[src/rtl/pipeline_ctrl.sv]
// Pipeline latch/PC enable, flush and forwarding control with load-use stall and sticky halt.
// Stall and flush cycle counters feed the per-core performance registers.
//
// state    | meaning
// RUN      | normal issue, load-use detection armed
// LU_STALL | one bubble inserted, a repeated 011 code is ignored
// HALTED   | core halted, everything disabled until reset
module pipeline_ctrl #(
    parameter int CNT_W = 16
) (
    input  logic             CLK,
    input  logic             nRST,
    input  logic [2:0]       src1_hazard_t,
    input  logic [2:0]       src2_hazard_t,
    input  logic             ihit,
    input  logic             dhit,
    input  logic             dmem_req,
    input  logic             branch_taken,
    input  logic             halt_mem,
    output logic             pc_en,
    output logic             if_id_en,
    output logic             id_ex_en,
    output logic             ex_mem_en,
    output logic             mem_wb_en,
    output logic             if_id_flush,
    output logic             id_ex_flush,
    output logic [1:0]       fwd_a_sel,
    output logic [1:0]       fwd_b_sel,
    output logic             halt,
    output logic [CNT_W-1:0] stall_cnt,
    output logic [CNT_W-1:0] flush_cnt
);

    typedef enum logic [1:0] {
        RUN      = 2'b00,
        LU_STALL = 2'b01,
        HALTED   = 2'b10
    } state_t;

    state_t state, state_nxt;
    logic   freeze;
    logic   lu_req;

    function automatic logic [1:0] fwd_decode(input logic [2:0] code);
        case (code)
            3'b001:  return 2'b01;
            3'b010:  return 2'b10;
            3'b100:  return 2'b11;
            default: return 2'b00;
        endcase
    endfunction

    assign freeze = dmem_req & ~dhit;
    assign lu_req = (state == RUN) &&
                    ((src1_hazard_t == 3'b011) || (src2_hazard_t == 3'b011));
    assign halt   = (state == HALTED);

    always_comb begin
        pc_en       = 1'b0;
        if_id_en    = 1'b0;
        id_ex_en    = 1'b0;
        ex_mem_en   = 1'b0;
        mem_wb_en   = 1'b0;
        if_id_flush = 1'b0;
        id_ex_flush = 1'b0;
        fwd_a_sel   = 2'b00;
        fwd_b_sel   = 2'b00;
        state_nxt   = state;
        if (nRST) begin
            fwd_a_sel = fwd_decode(src1_hazard_t);
            fwd_b_sel = fwd_decode(src2_hazard_t);
            if (state == HALTED || freeze) begin
                state_nxt = state;
            end else if (halt_mem) begin
                ex_mem_en = 1'b1;
                mem_wb_en = 1'b1;
                state_nxt = HALTED;
            end else if (branch_taken) begin
                // Branch squashes the younger instructions, so a pending load-use is moot.
                pc_en       = 1'b1;
                if_id_en    = 1'b1;
                id_ex_en    = 1'b1;
                ex_mem_en   = 1'b1;
                mem_wb_en   = 1'b1;
                if_id_flush = 1'b1;
                id_ex_flush = 1'b1;
                state_nxt   = RUN;
            end else if (lu_req) begin
                id_ex_en    = 1'b1;
                id_ex_flush = 1'b1;
                ex_mem_en   = 1'b1;
                mem_wb_en   = 1'b1;
                state_nxt   = LU_STALL;
            end else if (!ihit) begin
                if_id_en    = 1'b1;
                if_id_flush = 1'b1;
                id_ex_en    = 1'b1;
                ex_mem_en   = 1'b1;
                mem_wb_en   = 1'b1;
                state_nxt   = RUN;
            end else begin
                pc_en     = 1'b1;
                if_id_en  = 1'b1;
                id_ex_en  = 1'b1;
                ex_mem_en = 1'b1;
                mem_wb_en = 1'b1;
                state_nxt = RUN;
            end
        end
    end

    always_ff @(posedge CLK or negedge nRST) begin
        if (!nRST) begin
            state     <= RUN;
            stall_cnt <= '0;
            flush_cnt <= '0;
        end else begin
            state <= state_nxt;
            if (state != HALTED && !pc_en) begin
                stall_cnt <= stall_cnt + CNT_W'(1);
            end
            if (if_id_flush) begin
                flush_cnt <= flush_cnt + CNT_W'(1);
            end
        end
    end

endmodule

[config.mk]
export PLATFORM = sky130hd
export DESIGN_NAME = pipeline_ctrl
export DESIGN_NICKNAME = d
export VERILOG_FILES = /design/src/rtl/pipeline_ctrl.sv
export SDC_FILE = /design/constraint.sdc
export NUM_CORES = 1
export LEC_CHECK = 0
export BUFFER_PORTS_ARGS = -buffer_cell sky130_fd_sc_hd__buf_4
export CAP_MARGIN = 15
export CORE_MARGIN = 3
export CORE_UTILIZATION = 50
export DETAILED_ROUTE_END_ITERATION = 7
export PLACE_DENSITY = 0.9
export SYNTH_ARGS = -nofsm -noshare
export SYNTH_HDL_FRONTEND = slang
export SYNTH_SLANG_ARGS = --single-unit
[constraint.sdc]
create_clock -name CLK -period 1.8 [get_ports CLK]
set_input_delay 0.18 -clock CLK [delete_from_list [all_inputs] [get_ports CLK]]
set_output_delay 0.18 -clock CLK [all_outputs]
set_load 0.005 [all_outputs]
## Word level (Yosys, flattened, before mapping)

Index checks and enable logic that the tools add are counted.

- Register bits: 34
- Bits of input ports: 13

- Add/sub/neg operators: 2
- Eq/ne operators: 10
- Multiplexer cells: 34
- Bitwise logic cells: 3
- Reduce and logical (&&, ||, !) cells: 7

Operators with widths:

| cell | number |
|---|---|
| 16-bit by 1-bit adder with 16-bit output, second input constant | 2 |
| 1-bit 2-to-1 mux | 29 |
| 3-bit by 2-bit equality test with 1-bit output, second input constant | 4 |
| 2-bit case mux with 3 select lines | 2 |
| 3-bit by 1-bit equality test with 1-bit output, second input constant | 2 |
| 3-bit equality test, second input constant | 2 |
| 2-bit 2-to-1 mux | 3 |
| 2-bit equality test, second input constant | 1 |
| 1-bit logical AND | 2 |
| 2-bit zero test | 1 |
| 1-bit logical OR | 2 |
| 2-bit inequality test, second input constant | 1 |
| 1-bit NOT | 2 |
| 2-bit AND reduction | 1 |
| 1-bit bitwise AND | 1 |
| 1-bit zero test | 1 |

## Logic depth before layout (Yosys ltp)

- Word-level depth: 10
- Gate-level depth with buffers: 8
- Depth with buffers taken out: 7

## Least setup slack after synthesis

Ideal clock, no wire load.

- Path type: reg2reg
- Start point: register state[0]
- End point: register stall_cnt[7]
- Data arrival time: 1.531 ns
- Setup slack: 0.145 ns
- Cell stages (with the launch flop): 7
- Path buffers: 1
- Clock period less this slack: 1.655 ns
- Cells stage by stage: dfrtp_1 and4bb_1 nor2_1 a311oi_4 buf_6 nand3_1 xnor2_1

- Cells in the longest elaborated chain, start to end: 9

RTL lines:

| element | line | RTL |
|---|---|---|
| start, declared | 40 | `state_t state, state_nxt;` |
| start signal, assigned | 118 | `state <= state_nxt;` |
| 2-bit zero test | 54 | `assign lu_req = (state == RUN) &&` |
| 1-bit logical AND | 54 |  |
| 1-bit 2-to-1 mux | 88 | `end else if (lu_req) begin` |
| 1-bit 2-to-1 mux | 78 | `end else if (branch_taken) begin` |
| 1-bit 2-to-1 mux | 74 | `end else if (halt_mem) begin` |
| 1-bit 2-to-1 mux | 72 | `if (state == HALTED \|\| freeze) begin` |
| 1-bit 2-to-1 mux | 69 | `if (nRST) begin` |
| 1-bit zero test | 119 | `if (state != HALTED && !pc_en) begin` |
| 1-bit logical AND * | 119 |  |
| end signal, assigned | 120 | `stall_cnt <= stall_cnt + CNT_W'(1);` |
| end, declared | 30 | `output logic [CNT_W-1:0] stall_cnt,` |

Mark *: on every way between the ends. The rest lies on a longest branch, timed or not.
A chain may end at the register's enable or synchronous reset.

## Worst setup path after layout

- Start point: register state[0]
- End point: register stall_cnt[4]

Same word-level chain as after synthesis.

==> results.sh <==
export IMPL_outcome="complete, but fails checks"
export IMPL_violations="negative setup slack"
export IMPL_remaining_drc_errors=0
export IMPL_dp_cells=262
export IMPL_area_growth_pct=42.3
export IMPL_worstMarginPinSlew_ns=0.358
export IMPL_grt_ovfl_total=0
export IMPL_die_h_microns=65.2
export IMPL_cp_common_cell="buf_6"
export IMPL_netlist_instances=163
export IMPL_rr_worst_depth=8
export IMPL_layout_setup_ws_ns=-0.0844
export IMPL_yosysTopAreaCell="dfrtp_1"
export IMPL_cts_tree="yes"
export IMPL_synth_seq_area_share_pct=48.6
export IMPL_crit_fanout=6
export IMPL_fmax_mhz=531
export IMPL_clock_skew_ns=0.0146
export IMPL_start_kind="flop"
export IMPL_cts_buffer_depth=2
export IMPL_wl_met3_microns=216
export IMPL_post_route_min_period_ns=1.88
export IMPL_critPathSlowestCell="dfrtp_2"
export IMPL_cts_buffers=5
export IMPL_drv_slew=0
export IMPL_timing_critical_path_to="stall_cnt[4]"
export IMPL_final_period_utilization_pct=105
export IMPL_path_class="flop to flop"
export IMPL_grt_total_usage_pct=20.2
export IMPL_clock_sinks=34
export IMPL_synth_area_leaders="dfrtp_1 (49%), xnor2_1 (14%), nand4_1 (3.2%)"
export IMPL_power_total_mw=1.72
export IMPL_layout_drive_gt1_share_pct=43.9
export IMPL_wl_met1_mm=1.79
export IMPL_reg2reg_to="stall_cnt[4]"
export IMPL_detail_route_wl_per_cell_microns=15.2
export IMPL_dr_total_vias=1493
export IMPL_cpPeakStageDelay_ns=0.42
export IMPL_fp_dieW_microns=65.2
export IMPL_ir_drop_v=0.000641
export IMPL_drtPass1Iterations=5
export IMPL_fp_row_count=20
export IMPL_cts_root_buf="clkbuf_4"
export IMPL_finalWeightedCongestion=0.879
export IMPL_setup_viol=13
export IMPL_leakage_nw=1.20
export IMPL_synth_flop_cell="dfrtp_1"
export IMPL_ys_top_cells_by_count="dfrtp_1 (34), xnor2_1 (29), nand2_1 (14)"
export IMPL_reg2reg_slack_ns=-0.08
export IMPL_fin_util_pct=77.8
export IMPL_rsz0062_at_grt="yes"
export IMPL_timing_slew_headroom_pct=76.0
export IMPL_cts_clk_slew_worst_paths_ns=0.12
export IMPL_port_buffers=56
export IMPL_synthArstFlopShare_pct=100
export IMPL_p_per_area_mw_per_mm2=689
export IMPL_hold_path_class="input pin to flop"
export IMPL_instances_no_fill=283
export IMPL_grt_max_degree=35
export IMPL_nets=253
export IMPL_io_pins=57
export IMPL_met2_wirelength_mm=2.20
export IMPL_grt_pass1_wl_mm=6.64
export IMPL_final_fill_count=209
export IMPL_synthesis_nets=178
export IMPL_crit_start="state[0]"
export IMPL_holdWs_ns=0.228
export IMPL_die_area_sq_mm=0.00425
export IMPL_path_cells="and4bb_2 > nor2_4 > buf_6 > a311oi_4 > buf_4 > buf_6 > nand3_4 > xnor2_2"
export IMPL_topRoutingLayerUsed="met4"
export IMPL_avgSynthCellArea_sq_um=10.7
export IMPL_endpoint_kind="flop"
export IMPL_core_area_sq_mm=0.00320
export IMPL_synth_top_area_share_pct=48.6
export IMPL_routed_wl_mm=4.31
export IMPL_initial_core_util_pct=54.7
export IMPL_r2r_start="state[0]"
export IMPL_antenna_found_initial=0
export IMPL_ys_warnings_count=0
export IMPL_place_hpwl_mm=2.80
export IMPL_synth_most_common_cell="dfrtp_1"
export IMPL_synth_distinct_cells=34
export IMPL_cts_htree_levels=2
export IMPL_hold_viol_final=0
export IMPL_critical_path_arrival_ns=2.13
export IMPL_first_iter_violations=78
export IMPL_first_global_vias=1457
export IMPL_pre_cts_slack_ns=0.0473
export IMPL_vias_per_cell=5.28
export IMPL_synth_edff_count=0
export IMPL_synth_seq_cells=34
export IMPL_antenna_cells=0
export IMPL_cap_violations=0
export IMPL_required_ns=2.04
export IMPL_ant_nets=0
export IMPL_synth_area_sq_mm=0.00175
export IMPL_clkLatencyLatePin_ns=0.35
[routing by layer]
metal  up-vias  GRT usage, %
met5         -             0
met4         0          7.77
met3        13          4.96
met2        43          33.1
met1       729          25.7
li1        708             -
[registers in the layout, summed over array words and instances (netlist names)]
signal / cells
flush_cnt: 16
stall_cnt: 16
state: 2
[worst max-delay path: cells and delay by family, from the launching register on]
family / cells / cell delay, ns
AND/OR/NAND/NOR: 3 / 0.48
buffers and inverters: 3 / 0.41
XOR/XNOR: 1 / 0.14
AO/OA/AOI/OAI: 1 / 0.33
flip-flops: 1 / 0.42
[metrics by stage]
step | area, sq um | TNS (ns)
finish | 2490 | -0.688
CTS | 2360 | -0.455
detailed placement | 2220 | 0
floorplan | 1750 | 0
global placement | 2220 | 0
global route | 2490 | -1.36
[worst min-delay path by stage]
stage	start	end	slack, ns	cells after the start
finish	dhit	state[1]	0.23	4
global route	dmem_req	state[1]	0.26	4
CTS	dmem_req	state[1]	0.23	4
detailed placement	nRST	stall_cnt[2]	0.26	2
global placement	nRST	stall_cnt[1]	0.26	2
floorplan	nRST	flush_cnt[0]	-0.12	0
[cell families after synthesis]
| family | count (synthesis) | share of synthesized area (%) |
|---|---|---|
| AOI/OAI and AO/OA | 6 | 3.21 |
| muxes | 1 | 0.643 |
| xor gates and xnor gates | 34 | 17.0 |
| and+or+nand+nor | 75 | 25.4 |
| DFF | 34 | 48.6 |
| buffers and inverters | 11 | 3.79 |
| adders and majority gates | 2 | 1.43 |
[what timing repair did]
| action | in CTS | in global routing |
|---|---|---|
| hold endpoints to repair | 34 | 0 |
| endpoints found under the setup margin | 4 | 26 |
| pin swaps | 6 | 8 |
| cloned | 0 | 1 |
| resized for setup | 12 | 17 |
| setup buffers | 2 | 8 |
| hold buffers | 2 | 0 |
[report_power, final]
part | internal, mW | switching (mW)
clock network | 0.188 | 0.267
logic | 0.193 | 0.151
registers | 0.829 | 0.0910
[layout by cell type, fill, tap and decap left out, types with 3 or more instances in the layout]
cell type / instances
and3_1: 6
buf_4: 67
buf_6: 5
clkbuf_4: 5
dfrtp_1: 33
inv_1: 3
nand2_1: 14
nand3_1: 7
nand3_2: 4
nand4_1: 9
nor2_1: 8
nor3_1: 6
nor3b_1: 4
xnor2_1: 28
xor2_1: 5
[cell type report]
| class | instances | area (sq um) | share of cell area (%) |
|---|---|---|---|
| Multi-Input combinational cell | 118 | 903 | 36.2 |
| Sequential cell | 34 | 852 | 34.2 |
| Timing Repair Buffer | 74 | 589 | 23.6 |
| Tap cell | 44 | 55.1 | 2.21 |
| Clock buffer | 6 | 51.3 | 2.06 |
| Inverter | 5 | 28.8 | 1.15 |
| Clock inverter | 2 | 12.5 | 0.502 |
No activity file was read; power rests on OpenSTA's default activity.
